<file path="src/rtl/echo_tof_capture_if.sv">
// rtl/echo_tof_capture_if.sv - result bus from echo_tof_capture to main control (tof_avg under TOF_AVG4_EN)
interface echo_tof_capture_if #(
    parameter int CNT_W = 20
);
    logic [CNT_W-1:0] tof_count;
    logic             tof_valid;
    logic             tof_timeout;
    logic             busy;
`ifdef TOF_AVG4_EN
    logic [CNT_W-1:0] tof_avg;
`endif

    modport master (
        output tof_count,
        output tof_valid,
        output tof_timeout,
`ifdef TOF_AVG4_EN
        output tof_avg,
`endif
        output busy
    );

    modport slave (
        input tof_count,
        input tof_valid,
        input tof_timeout,
`ifdef TOF_AVG4_EN
        input tof_avg,
`endif
        input busy
    );
endinterface

</file>
<file path="src/rtl/echo_tof_capture.sv">
// rtl/echo_tof_capture.sv - ultrasonic echo time-of-flight capture; TOF_AVG4_EN adds a 4-result running average
module echo_tof_capture #(
    parameter int CNT_W       = 20,
    parameter int BLANK_CYC   = 27000,
    parameter int TIMEOUT_CYC = 810000,
    parameter int FILT_CYC    = 8
) (
    input  logic                gclk,
    input  logic                rstn,
    input  logic                burst_finish,
    input  logic                echo_in,
    echo_tof_capture_if.master  res
);
    localparam logic [CNT_W-1:0] BLANK_LAST = CNT_W'(BLANK_CYC - 1);
    localparam logic [CNT_W-1:0] TO_LAST    = CNT_W'(TIMEOUT_CYC - 1);
    localparam logic [CNT_W-1:0] TO_VAL     = CNT_W'(TIMEOUT_CYC);
    localparam logic [7:0]       FILT_LAST  = 8'(FILT_CYC - 1);

    typedef enum logic [1:0] {IDLE, BLANK, LISTEN, DONE} state_t;

    state_t           state, state_next;
    logic             sync1, sync2, bf_q;
    logic [CNT_W-1:0] cnt, run_start;
    logic [7:0]       run;
    logic [CNT_W-1:0] tof_count_q;
    logic             tof_timeout_q;
    logic             trig, echo_low, echo_hit, to_hit;

    assign trig     = burst_finish & ~bf_q;
    assign echo_low = ~sync2;
    assign echo_hit = (state == LISTEN) && echo_low && (run == FILT_LAST);
    assign to_hit   = (state == LISTEN) && (cnt == TO_LAST);

    always_ff @(posedge gclk or negedge rstn) begin
        if (!rstn) begin
            sync1 <= 1'b1;
            sync2 <= 1'b1;
            bf_q  <= 1'b0;
        end else begin
            sync1 <= echo_in;
            sync2 <= sync1;
            bf_q  <= burst_finish;
        end
    end

    always_ff @(posedge gclk or negedge rstn) begin
        if (!rstn) state <= IDLE;
        else       state <= state_next;
    end

    // A new trigger wins over everything, including a same-cycle echo or timeout.
    always_comb begin
        state_next = state;
        case (state)
            IDLE:    if (trig) state_next = BLANK;
            BLANK:   if (trig) state_next = BLANK;
                     else if (cnt == BLANK_LAST) state_next = LISTEN;
            LISTEN:  if (trig) state_next = BLANK;
                     else if (echo_hit || to_hit) state_next = DONE;
            DONE:    state_next = trig ? BLANK : IDLE;
            default: state_next = IDLE;
        endcase
    end

    always_comb begin
        res.busy      = (state == BLANK) || (state == LISTEN);
        res.tof_valid = (state == DONE);
    end

    always_ff @(posedge gclk or negedge rstn) begin
        if (!rstn) begin
            cnt           <= '0;
            run           <= '0;
            run_start     <= '0;
            tof_count_q   <= '0;
            tof_timeout_q <= 1'b0;
        end else begin
            if (trig)
                cnt <= '0;
            else if (state_next == BLANK || state_next == LISTEN)
                cnt <= cnt + 1'b1;
            else
                cnt <= '0;

            if (state == LISTEN && !trig && echo_low) run <= run + 1'b1;
            else                                      run <= '0;

            if (state == LISTEN && echo_low && run == 8'd0)
                run_start <= cnt;

            // Result is loaded on entry to DONE so it is stable while tof_valid is high.
            if (state == LISTEN && !trig) begin
                if (echo_hit) begin
                    tof_count_q   <= (run == 8'd0) ? cnt : run_start;
                    tof_timeout_q <= 1'b0;
                end else if (to_hit) begin
                    tof_count_q   <= TO_VAL;
                    tof_timeout_q <= 1'b1;
                end
            end
        end
    end

    assign res.tof_count   = tof_count_q;
    assign res.tof_timeout = tof_timeout_q;

`ifdef TOF_AVG4_EN
    logic [CNT_W-1:0] hist [4];
    logic [CNT_W+1:0] sum;

    always_ff @(posedge gclk or negedge rstn) begin
        if (!rstn) begin
            for (int i = 0; i < 4; i++) hist[i] <= '0;
        end else if (state == DONE && !tof_timeout_q) begin
            hist[0] <= tof_count_q;
            for (int i = 1; i < 4; i++) hist[i] <= hist[i-1];
        end
    end

    always_comb begin
        sum = '0;
        for (int i = 0; i < 4; i++) sum = sum + {2'b00, hist[i]};
    end

    assign res.tof_avg = sum[CNT_W+1:2];
`endif
endmodule

</file>
<file path="src/flat_wrapper.sv">
// flat-port wrapper written by rule: the top's interface ports become plain ports
module echo_tof_capture_flat 
#(
    parameter int CNT_W       = 20,
    parameter int BLANK_CYC   = 27000,
    parameter int TIMEOUT_CYC = 810000,
    parameter int FILT_CYC    = 8
)
  (gclk, rstn, burst_finish, echo_in, res_tof_count, res_tof_valid, res_tof_timeout, res_busy);
  echo_tof_capture_if #(.CNT_W(CNT_W)) res_i ();
  input  logic gclk;
  input  logic rstn;
  input  logic burst_finish;
  input  logic echo_in;
  output wire logic [$bits(res_i.tof_count)-1:0] res_tof_count;
  output wire logic [$bits(res_i.tof_valid)-1:0] res_tof_valid;
  output wire logic [$bits(res_i.tof_timeout)-1:0] res_tof_timeout;
  output wire logic [$bits(res_i.busy)-1:0] res_busy;
  assign res_tof_count = res_i.tof_count;
  assign res_tof_valid = res_i.tof_valid;
  assign res_tof_timeout = res_i.tof_timeout;
  assign res_busy = res_i.busy;
  echo_tof_capture #(.CNT_W(CNT_W), .BLANK_CYC(BLANK_CYC), .TIMEOUT_CYC(TIMEOUT_CYC), .FILT_CYC(FILT_CYC)) u_core (.gclk(gclk), .rstn(rstn), .burst_finish(burst_finish), .echo_in(echo_in), .res(res_i));
endmodule
</file>
<file path="config.mk">
export PLATFORM = sky130hd
export DESIGN_NAME = echo_tof_capture_flat
export DESIGN_NICKNAME = d
export VERILOG_FILES = /design/src/rtl/echo_tof_capture_if.sv /design/src/rtl/echo_tof_capture.sv /design/src/flat_wrapper.sv
export SDC_FILE = /design/constraint.sdc
export NUM_CORES = 1
export LEC_CHECK = 0
export CAP_MARGIN = 25
export CORE_MARGIN = 4
export CORE_UTILIZATION = 45
export CTS_CLUSTER_SIZE = 24
export DETAILED_ROUTE_END_ITERATION = 16
export GPL_ROUTABILITY_DRIVEN = 0
export SYNTH_ARGS = -nofsm -noshare
export SYNTH_HDL_FRONTEND = slang
export SYNTH_SLANG_ARGS = --single-unit
</file>
<file path="constraint.sdc">
create_clock -name gclk -period 2.76 [get_ports gclk]
set_input_delay 0.552 -clock gclk [delete_from_list [all_inputs] [get_ports gclk]]
set_output_delay 0.552 -clock gclk [all_outputs]
set_load 0.05 [all_outputs]
</file>
==> results.tsv, run 1 <==
metric	value	unit
synth_area_leader_cell	dfrtp_1	
busiest_layer	met2	
htreeDepth	3	
power_density	539.3	nW/µm²
wl_per_cell	15.42	µm
ctsLongestPathBuffers	2	
wirelength	6922	µm
vias	2354	
crit_required	2.98	ns
die_y	94.89	µm
critical-path-max-stage-delay	0.57	ns
final_util	55.85	%
cts_buffers	9	
yosysTopAreaCellShare	53.04	%
avgSynthCellArea	11.14	µm²
r2r_cells	7	
grt_pass1_vias	2353	
syn_inst	305	
nets	356	
synth.area.top_cells	dfrtp_1 53%, nor3_2 5.0%, nand2_1 4.4%, mux2_2 3.6%, xor2_1 3.6%	
fmax	376.1	MHz
worst-path-max-fanout	20	
setup_ws	0.1010	ns
path_cells	or4b_1, or4_4, o311a_1, a22oi_4, xnor2_2, buf_12, nor3_2	
r2r_slack	0.10	ns
slew_headroom	49.97	%
p_leak	1.793	nW
cts_setup_buffers	0	
core-area	7292	µm²
ys_seq_area_share	54.59	%
synth_common_cells	72 x dfrtp_1, 40 x nand2_1, 17 x nor3_2	
rows	31	
hold_viol_final	0	
drcViolationCount	0	
grt.met1_usage	25.76	%
areaGrowthSynthToFinish	19.89	%
min_path_type	primary input to async pin	
crit_type	flip-flop to flip-flop	
end_kind	flip-flop	
rsz0062_at_grt	no	
place_ws	0.09620	ns
cp.arrival	2.88	ns
first_pass_iters	4	
start_util	46.59	%
overflow	0	
use_met3	2.948	%
avgViaCountPerCell	5.243	
initialDrtViolationCount	129	
max-cap-violations	0	
clkLatencyLatePin	0.35	ns
finClkSkew	0.009398	ns
synth_edf_count	0	
status	finished, final reports clean	
pin_count	27	
drive_gt1_share	19.71	%
slowest_stage	or4_4	
start_kind	flip-flop	
antenna_cells	0	
die_x	94.89	µm
slew_viol_final	0	
vdd_ir_drop_max	0.5374	mV
synthMostInstantiatedCell	dfrtp_1	
num-fill-cells	675	
synth_area	3397	µm²
yosysUniqueCellTypes	42	
grt_pass1_wl	12120	µm
grt_start_max_net_pins	47	
hpwl	4850	µm
finalCritPeriodShare	96.34	%
setup_viol	0	
ys.flop_type	dfrtp_1	
grt_use_total	17.62	%
clockRootBuffer	clkbuf_8	
path_clk_slew	0.08	ns
io_buffer_count	26	
fin_crit	2.659	ns
synth_warnings	0	
worst_pin_slew	0.7489	ns
die_area	9003	µm²
cts_num_sinks	74	
detail-route-antenna-nets	0	
synthArstFlopShare	100.0	%
antenna_found_initial	0	
cts_tree	built	
ys_seq_elements	74	
gr-usage-met2	26.13	%
synth_nets	316	
finalSetupTns	0	ns
[power breakdown]
group / internal, mW / switching, mW
Sequential: 1.11 / 0.0254
Combinational: 0.120 / 0.202
Clock: 0.328 / 0.416
[cells by family (layout without fill, tap and decap cells)]
logic type | after synthesis | in the layout | share of synthesized area [%]
flip-flops | 74 | 74 | 54.59
adder cells (fa/ha/maj) | 7 | 7 | 2.578
multiplexers | 20 | 20 | 6.630
XOR/XNOR | 24 | 24 | 6.188
AO/OA/AOI/OAI | 31 | 31 | 5.636
AND/OR/NAND/NOR | 131 | 131 | 21.95
buffers and inverters | 18 | 63 | 2.431
[critical path: cells and delay by family, from the launching register on]
family | cells | cell delay [ns]
and+or+nand+nor | 3 | 1.19
AOI/OAI and AO/OA | 2 | 0.56
DFF | 1 | 0.42
buffers and inverters | 1 | 0.21
xor gates and xnor gates | 1 | 0.16
[path summary, 6_finish.rpt]
| path | start | to |
|---|---|---|
| setup / recovery | u_core.cnt[9] | u_core.cnt[2] |
| setup reg to reg | u_core.cnt[9] | u_core.cnt[2] |
| hold reg to reg | u_core.sync1 | u_core.sync2 |
| max in group asynchronous | rstn | u_core.sync1 |
| min in group gclk | u_core.sync1 | u_core.sync2 |
| hold / removal | rstn | u_core.res.tof_timeout |
[state kept, by name (all words and copies together) (netlist names)]
| name | cells |
|---|---|
| u_core.res.tof_timeout | 1 |
| u_core.sync1 | 1 |
| u_core.sync2 | 1 |
| u_core.run_start | 20 |
| u_core.bf_q | 1 |
| u_core.cnt | 20 |
| u_core.res.tof_count | 20 |
| u_core.state | 2 |
| u_core.run | 8 |
[layout make-up]
| class | instances | area, µm² | area share, % |
|---|---|---|---|
| Clock buffer | 10 | 127.6 | 3.134 |
| Multi-Input combinational cell | 213 | 1480 | 36.34 |
| Timing Repair Buffer | 42 | 425.4 | 10.45 |
| Sequential cell | 74 | 1854 | 45.53 |
| Tap cell | 99 | 123.9 | 3.041 |
| Inverter | 5 | 18.77 | 0.4608 |
| Clock inverter | 6 | 42.54 | 1.045 |
[what timing repair did]
item	in CTS	in global routing
resized for setup	0	2
setup endpoints to repair	0	20
hold buffers	0	0
[layer usage]
| metal | up-vias | routed length (µm) |
|---|---|---|
| li1 | 1150 | - |
| met5 | - | 0 |
| met3 | 9 | 294 |
| met1 | 1148 | 3441 |
| met4 | 0 | 97 |
| met2 | 47 | 3088 |
[stage by stage]
step                cell area, µm²  hold WS [ns]  instances  power [mW]
floorplan                     3397        0.2564        305       1.372
global placement              3897        0.3465        433       1.471
finish                        4073        0.2245        449       2.196
CTS                           4068        0.2391        449       2.212
global route                  4073        0.2744        449       2.302
detailed placement            3897        0.3482        433       1.476
[cells in the final DEF (no fill, tap or decap), types with 3 or more instances in the layout]
cell             count
xnor2_1              9
o21ai_1             12
nor3_2              18
nand3_1             15
a21oi_1              9
clkbuf_8             9
mux2_1               9
nor3_1               6
buf_12               4
inv_1                5
nor4_1               3
buf_4               12
xor2_1              14
dfrtp_1             72
o21ai_0              3
mux2_2              11
ha_1                 6
clkdlybuf4s50_1     25
and3_1               9
nand2_1             40
nand4b_1             3
nor2_1              15
nand4_1              5
Power figures use the tool's default switching activity.
==> run 2, diff against run 1 <==
HOLD_SLACK_MARGIN = 0.08   (was unset)
==> results of run 2 <==
No change in the layout: final DEF, timing and power equal those of run 1.
